<file path="config.mk">
export PLATFORM = sky130hd
export DESIGN_NAME = uart_rx_data_sampler_flat
export DESIGN_NICKNAME = d
export VERILOG_FILES = /design/src/rtl/uart_rx_data_sampler_if.sv /design/src/rtl/uart_rx_data_sampler.sv /design/src/flat_wrapper.sv
export SDC_FILE = /design/constraint.sdc
export NUM_CORES = 1
export LEC_CHECK = 0
export CAP_MARGIN = 20
export CORE_MARGIN = 3
export CORE_UTILIZATION = 50
export CTS_BUF_LIST = sky130_fd_sc_hd__clkbuf_4 sky130_fd_sc_hd__clkbuf_8
export DETAILED_ROUTE_END_ITERATION = 16
export HOLD_SLACK_MARGIN = 0.1
export MAX_ROUTING_LAYER = met4
export PLACE_DENSITY = 0.73
export RECOVER_POWER = 25
export SLEW_MARGIN = 5
export SYNTH_ARGS = -nofsm -noshare
export SYNTH_HDL_FRONTEND = slang
export SYNTH_SLANG_ARGS = --single-unit
</file>
<file path="constraint.sdc">
create_clock -name CLK -period 2.05 [get_ports CLK]
set_input_delay 0.5125 -clock CLK [delete_from_list [all_inputs] [get_ports CLK]]
set_output_delay 0.5125 -clock CLK [all_outputs]
set_load 0.05 [all_outputs]
</file>
<file path="src/rtl/uart_rx_data_sampler_if.sv">
// Bundles the serial line, sampling controls and strobed outputs of the RX sampler.
// The master drives RX_IN/dat_samp_en/Prescale; the slave is the sampler itself.
interface uart_rx_data_sampler_if #(
    parameter int PRESCALE_W = 6
) ();
    logic                  RX_IN;
    logic                  dat_samp_en;
    logic [PRESCALE_W-1:0] Prescale;
    logic                  sampled_bit;
    logic                  deser_New_bit;
    logic                  bit_tick;
    logic                  sample_glitch;

    modport master (
        output RX_IN, dat_samp_en, Prescale,
        input  sampled_bit, deser_New_bit, bit_tick, sample_glitch
    );

    modport slave (
        input  RX_IN, dat_samp_en, Prescale,
        output sampled_bit, deser_New_bit, bit_tick, sample_glitch
    );
endinterface

</file>
<file path="src/rtl/uart_rx_data_sampler.sv">
// UART RX oversampler: synchronise RX_IN, 3-sample mid-bit majority vote, new-bit and bit-end strobes.
// Latency: SYNC_STAGES cycles of line sync, strobe one cycle after the H-th edge; no backpressure (free-running strobes).
// Optional UART_RX_SAMPLER_GLITCH_FLAG_EN adds a registered sample-disagreement flag.
module uart_rx_data_sampler #(
    parameter int SYNC_STAGES = 2,
    parameter int PRESCALE_W  = 6
) (
    input  logic                          CLK,
    input  logic                          RST,
    uart_rx_data_sampler_if.slave         rx_if
);
    localparam logic [PRESCALE_W-1:0] P8  = PRESCALE_W'(8);
    localparam logic [PRESCALE_W-1:0] P16 = PRESCALE_W'(16);
    localparam logic [PRESCALE_W-1:0] P32 = PRESCALE_W'(32);
    localparam logic [PRESCALE_W-1:0] ONE = PRESCALE_W'(1);
    localparam logic [PRESCALE_W-1:0] TWO = PRESCALE_W'(2);

    logic [SYNC_STAGES-1:0] sync_q, sync_d;
    logic [PRESCALE_W-1:0]  edge_cnt_q, edge_cnt_d;
    logic                   s0_q, s0_d;
    logic                   s1_q, s1_d;
    logic                   sampled_bit_q, sampled_bit_d;
    logic                   new_bit_q, new_bit_d;
    logic                   bit_tick_q, bit_tick_d;

    logic                   rx_s;
    logic [PRESCALE_W-1:0]  p_eff;
    logic [PRESCALE_W-1:0]  half;
    logic                   en;
    logic                   at_h;
    logic                   at_wrap;
    logic                   maj;
    logic                   disagree;

    assign rx_s = sync_q[SYNC_STAGES-1];
    assign en   = rx_if.dat_samp_en;

    // Unsupported ratios fall back to 8 so the counter always has a reachable wrap point.
    always_comb begin
        p_eff = P8;
        if (rx_if.Prescale == P16 || rx_if.Prescale == P32) begin
            p_eff = rx_if.Prescale;
        end
    end

    assign half     = p_eff >> 1;
    assign at_h     = en && (edge_cnt_q == half);
    assign at_wrap  = edge_cnt_q >= (p_eff - ONE);
    assign maj      = (s0_q & s1_q) | (s0_q & rx_s) | (s1_q & rx_s);
    assign disagree = !((s0_q == s1_q) && (s1_q == rx_s));

    always_comb begin
        sync_d    = sync_q;
        sync_d[0] = rx_if.RX_IN;
        for (int i = 1; i < SYNC_STAGES; i++) begin
            sync_d[i] = sync_q[i-1];
        end
    end

    always_comb begin
        edge_cnt_d    = '0;
        s0_d          = s0_q;
        s1_d          = s1_q;
        sampled_bit_d = sampled_bit_q;
        new_bit_d     = 1'b0;
        bit_tick_d    = 1'b0;
        if (en) begin
            edge_cnt_d = at_wrap ? '0 : edge_cnt_q + ONE;
            bit_tick_d = at_wrap;
            if (edge_cnt_q == half - TWO) begin
                s0_d = rx_s;
            end
            if (edge_cnt_q == half - ONE) begin
                s1_d = rx_s;
            end
            if (at_h) begin
                sampled_bit_d = maj;
                new_bit_d     = 1'b1;
            end
        end
    end

    always_ff @(posedge CLK or negedge RST) begin
        if (!RST) begin
            sync_q        <= '1;
            edge_cnt_q    <= '0;
            s0_q          <= 1'b1;
            s1_q          <= 1'b1;
            sampled_bit_q <= 1'b1;
            new_bit_q     <= 1'b0;
            bit_tick_q    <= 1'b0;
        end else begin
            sync_q        <= sync_d;
            edge_cnt_q    <= edge_cnt_d;
            s0_q          <= s0_d;
            s1_q          <= s1_d;
            sampled_bit_q <= sampled_bit_d;
            new_bit_q     <= new_bit_d;
            bit_tick_q    <= bit_tick_d;
        end
    end

    assign rx_if.sampled_bit   = sampled_bit_q;
    assign rx_if.deser_New_bit = new_bit_q;
    assign rx_if.bit_tick      = bit_tick_q;

`ifdef UART_RX_SAMPLER_GLITCH_FLAG_EN
    logic glitch_q, glitch_d;

    always_comb begin
        glitch_d = 1'b0;
        if (at_h) begin
            glitch_d = disagree;
        end
    end

    always_ff @(posedge CLK or negedge RST) begin
        if (!RST) begin
            glitch_q <= 1'b0;
        end else begin
            glitch_q <= glitch_d;
        end
    end

    assign rx_if.sample_glitch = glitch_q;
`else
    logic unused_disagree;
    assign unused_disagree     = disagree;
    assign rx_if.sample_glitch = 1'b0;
`endif
endmodule

</file>
<file path="src/flat_wrapper.sv">
// flat-port wrapper written by rule: the top's interface ports become plain ports
module uart_rx_data_sampler_flat 
#(
    parameter int SYNC_STAGES = 2,
    parameter int PRESCALE_W  = 6
)
  (CLK, RST, rx_if_RX_IN, rx_if_dat_samp_en, rx_if_Prescale, rx_if_sampled_bit, rx_if_deser_New_bit, rx_if_bit_tick, rx_if_sample_glitch);
  uart_rx_data_sampler_if #(.PRESCALE_W(PRESCALE_W)) rx_if_i ();
  input  logic CLK;
  input  logic RST;
  input wire logic [$bits(rx_if_i.RX_IN)-1:0] rx_if_RX_IN;
  input wire logic [$bits(rx_if_i.dat_samp_en)-1:0] rx_if_dat_samp_en;
  input wire logic [$bits(rx_if_i.Prescale)-1:0] rx_if_Prescale;
  output wire logic [$bits(rx_if_i.sampled_bit)-1:0] rx_if_sampled_bit;
  output wire logic [$bits(rx_if_i.deser_New_bit)-1:0] rx_if_deser_New_bit;
  output wire logic [$bits(rx_if_i.bit_tick)-1:0] rx_if_bit_tick;
  output wire logic [$bits(rx_if_i.sample_glitch)-1:0] rx_if_sample_glitch;
  assign rx_if_i.RX_IN = rx_if_RX_IN;
  assign rx_if_i.dat_samp_en = rx_if_dat_samp_en;
  assign rx_if_i.Prescale = rx_if_Prescale;
  assign rx_if_sampled_bit = rx_if_i.sampled_bit;
  assign rx_if_deser_New_bit = rx_if_i.deser_New_bit;
  assign rx_if_bit_tick = rx_if_i.bit_tick;
  assign rx_if_sample_glitch = rx_if_i.sample_glitch;
  uart_rx_data_sampler #(.SYNC_STAGES(SYNC_STAGES), .PRESCALE_W(PRESCALE_W)) u_core (.CLK(CLK), .RST(RST), .rx_if(rx_if_i));
endmodule
</file>
==> flow_metrics.py <==
metrics = {
    "status": {
        "outcome": "complete, but fails checks",
        "violations": "negative setup slack",
    },
    "route": {
        "routed_via_density": 5.32,
        "final_antenna_net_count": 0,
        "wl_per_cell_um": 14.0,
        "drt_wl_total_mm": 2.25,
        "drt-pass1-iter-count": 4,
        "vias": 857,
        "drt-initial-drc-count": 14,
        "drcViolationCount": 0,
    },
    "synthesis": {
        "synth.cells.most_frequent": "ha_1, nand2_1, nor2_1, dfrtp_1",
        "synth_top_cell_by_area": "dfrtp_1",
        "seq_area_frac_synth_pct": 33.8,
        "synth_cell_types": 41,
        "synth.area.top_cells": "dfrtp_1, dfstp_2, ha_1",
        "yosys_warnings": 0,
        "postSynthCellCount": 106,
        "synth_flop_cell": "dfrtp_1",
        "netlist.area_leader.share_pct": 20.4,
        "synth_seq_cells": 13,
        "synth.avg_cell_area_um2": 9.24,
        "synth-edff-count": 0,
        "synth_most_common_cell": "ha_1",
        "synth-async-reset-ratio_pct": 100,
        "syn_area_um2": 980,
    },
    "timing": {
        "skew_ns": 0.00317,
        "hold_viol": 0,
        "post-route-period-util_pct": 103,
        "max_freq_mhz": 473,
        "period_minus_slack_ns": 2.11,
        "hold_slack_ns": 0.359,
        "setup_violations": 5,
        "rsz0062_at_grt": "true",
        "worst_pin_slew_ns": 0.587,
        "slew_headroom_pct": 60.7,
        "slew_violations": 0,
        "setup_ws_ns": -0.0633,
    },
    "cts": {
        "cts.htree.levels": 1,
        "cts_buffers": 3,
        "clk_latency_ns": 0.28,
        "root_buffer": "clkbuf_4",
        "ctsHoldBuffers": 0,
        "cts_buffer_depth": 2,
        "cts_tree": "done",
        "clk_pin_slew_ns": 0.08,
        "cts.sinks": 13,
    },
    "floorplan": {
        "io_pins": 14,
        "num_rows": 15,
        "die-width_um": 50.3,
        "initial_core_util_pct": 54.9,
        "die_y_um": 50.3,
        "die-area_um2": 2530,
        "coreArea_um2": 1780,
    },
    "global_route": {
        "grt.overflow.total": 0,
        "grtUsageMet2_pct": 33.7,
        "grt_pass1_vias": 883,
        "grt_max_degree": 14,
        "antenna_found_initial": 0,
        "grt_pass1_wl_mm": 4.02,
        "global_route.usage.met1_pct": 27.3,
        "grt.total_usage_pct": 21.3,
        "grtUsageMet3_pct": 5.04,
        "grt-busiest-layer": "met2",
    },
    "place": {
        "dp_hpwl_mm": 1.68,
        "gp_congestion": 0.795,
        "placed_cell_area_um2": 1240,
        "place_ws_ns": -0.770,
        "port_buffers": 12,
    },
    "layout": {
        "syn_to_final_growth_pct": 38.3,
        "diodes": 0,
        "nets": 157,
        "final_util_pct": 76.0,
        "stdcell_area_um2": 1360,
        "layout-drive-gt1-share_pct": 37.5,
    },
    "power_and_ir_drop": {
        "power_density_nw_per_um2": 564,
        "ir_drop_uv": 526,
        "leakage_nw": 0.637,
    },
    "worst_setup_path": {
        "worstSetupEndpointType": "flip-flop",
        "worstSetupPathType": "in -> reg",
        "arrival_ns": 2.32,
        "crit_required_ns": 2.26,
        "startpoint_type": "input pin",
        "path_max_fanout": 3,
    },
    "job": {
        "max-cap-violations": 0,
    },
    "worst_hold_path": {
        "min_path_type": "reg -> reg",
    },
}
-- per-stage QoR --
| step | total power [mW] | TNS [ns] | instances |
|---|---|---|---|
| floorplan | 0.503 | -0.237 | 112 |
| CTS | 0.754 | -0.0504 | 161 |
| global placement | 0.581 | -6.28 | 154 |
| detailed placement | 0.587 | -7.02 | 154 |
| global route | 0.815 | -0.584 | 161 |
| finish | 0.765 | -0.197 | 161 |
-- cell type report --
cell class / count / area (um2)
fill: 136 / 428
inverter: 3 / 11.3
clock inverter: 1 / 5.00
sequential: 13 / 332
timing repair buffer: 25 / 211
multi-input combinational: 91 / 742
tap: 25 / 31.3
clock buffer: 3 / 22.5
-- flip-flops by register name (all words and copies together) (netlist names) --
name and flops:
u_core.s0_q 1, u_core.s1_q 1, u_core.edge_cnt_q 6, u_core.sync_q 2
u_core.rx_if.deser_New_bit 1, u_core.rx_if.bit_tick 1, u_core.rx_if.sampled_bit 1
-- final timing paths --
check                                           from  slack [ns]  cells past startpoint                   end
max in group asynchronous                        RST        1.00                      1  u_core.edge_cnt_q[0]
worst min-delay path                u_core.sync_q[0]        0.36                      0      u_core.sync_q[1]
min in group asynchronous                        RST        0.67                      1  u_core.edge_cnt_q[1]
worst min register to register      u_core.sync_q[0]        0.36                      0      u_core.sync_q[1]
worst max register to register  u_core.edge_cnt_q[0]        0.11                      8  u_core.edge_cnt_q[5]
worst max-delay path               rx_if_Prescale[3]       -0.06                      7           u_core.s1_q
-- layer usage --
| metal | vias up | routed length [um] |
|---|---|---|
| met1 | 412 | 1050 |
| met2 | 15 | 1090 |
| met4 | 0 | 44 |
| met3 | 6 | 60 |
| met5 | - | 0 |
| li1 | 424 | - |
-- power by group --
group	internal [mW]	switching [mW]	total, mW
sequential	0.317	0.0291	0.346
clock	0.0723	0.0885	0.161
combinational	0.126	0.132	0.258
-- worst max-delay path: stages --
cell and delay, ns:
buf_8 0.10, or4_4 0.55, or4_1 0.51, nand3_1 0.10
a221o_2 0.16, nand3_2 0.07, mux2_4 0.31
-- cell families (layout without fill, tap and decap cells) --
kind of cell | after synthesis | in the layout | share of synthesized area [%]
simple gates | 43 | 43 | 24.0
other cells | 2 | 8 | 0.767
fa+ha+maj | 11 | 11 | 13.8
mux | 4 | 4 | 4.85
compound gates | 15 | 15 | 10.2
buf+inv | 8 | 32 | 3.58
flops | 13 | 13 | 33.8
xor+xnor | 10 | 10 | 8.94
-- placed cells by master (no fill, tap or decap), drive strengths merged, types with 4 or more instances in the layout --
master / instances
dfrtp: 8
nand3: 6
dfstp: 5
nand4b: 4
conb: 8
o21ai: 5
nor2: 9
ha: 10
buf: 20
xor2: 4
nand2: 9
xnor2: 6
-- repair_timing --
| action | CTS | global route |
|---|---|---|
| endpoints found under the setup margin | 10 | 10 |
| pin swaps | 8 | 13 |
| setup buffers | 3 | 1 |
| resized for setup | 37 | 10 |
(Power assumes the default switching activity.)
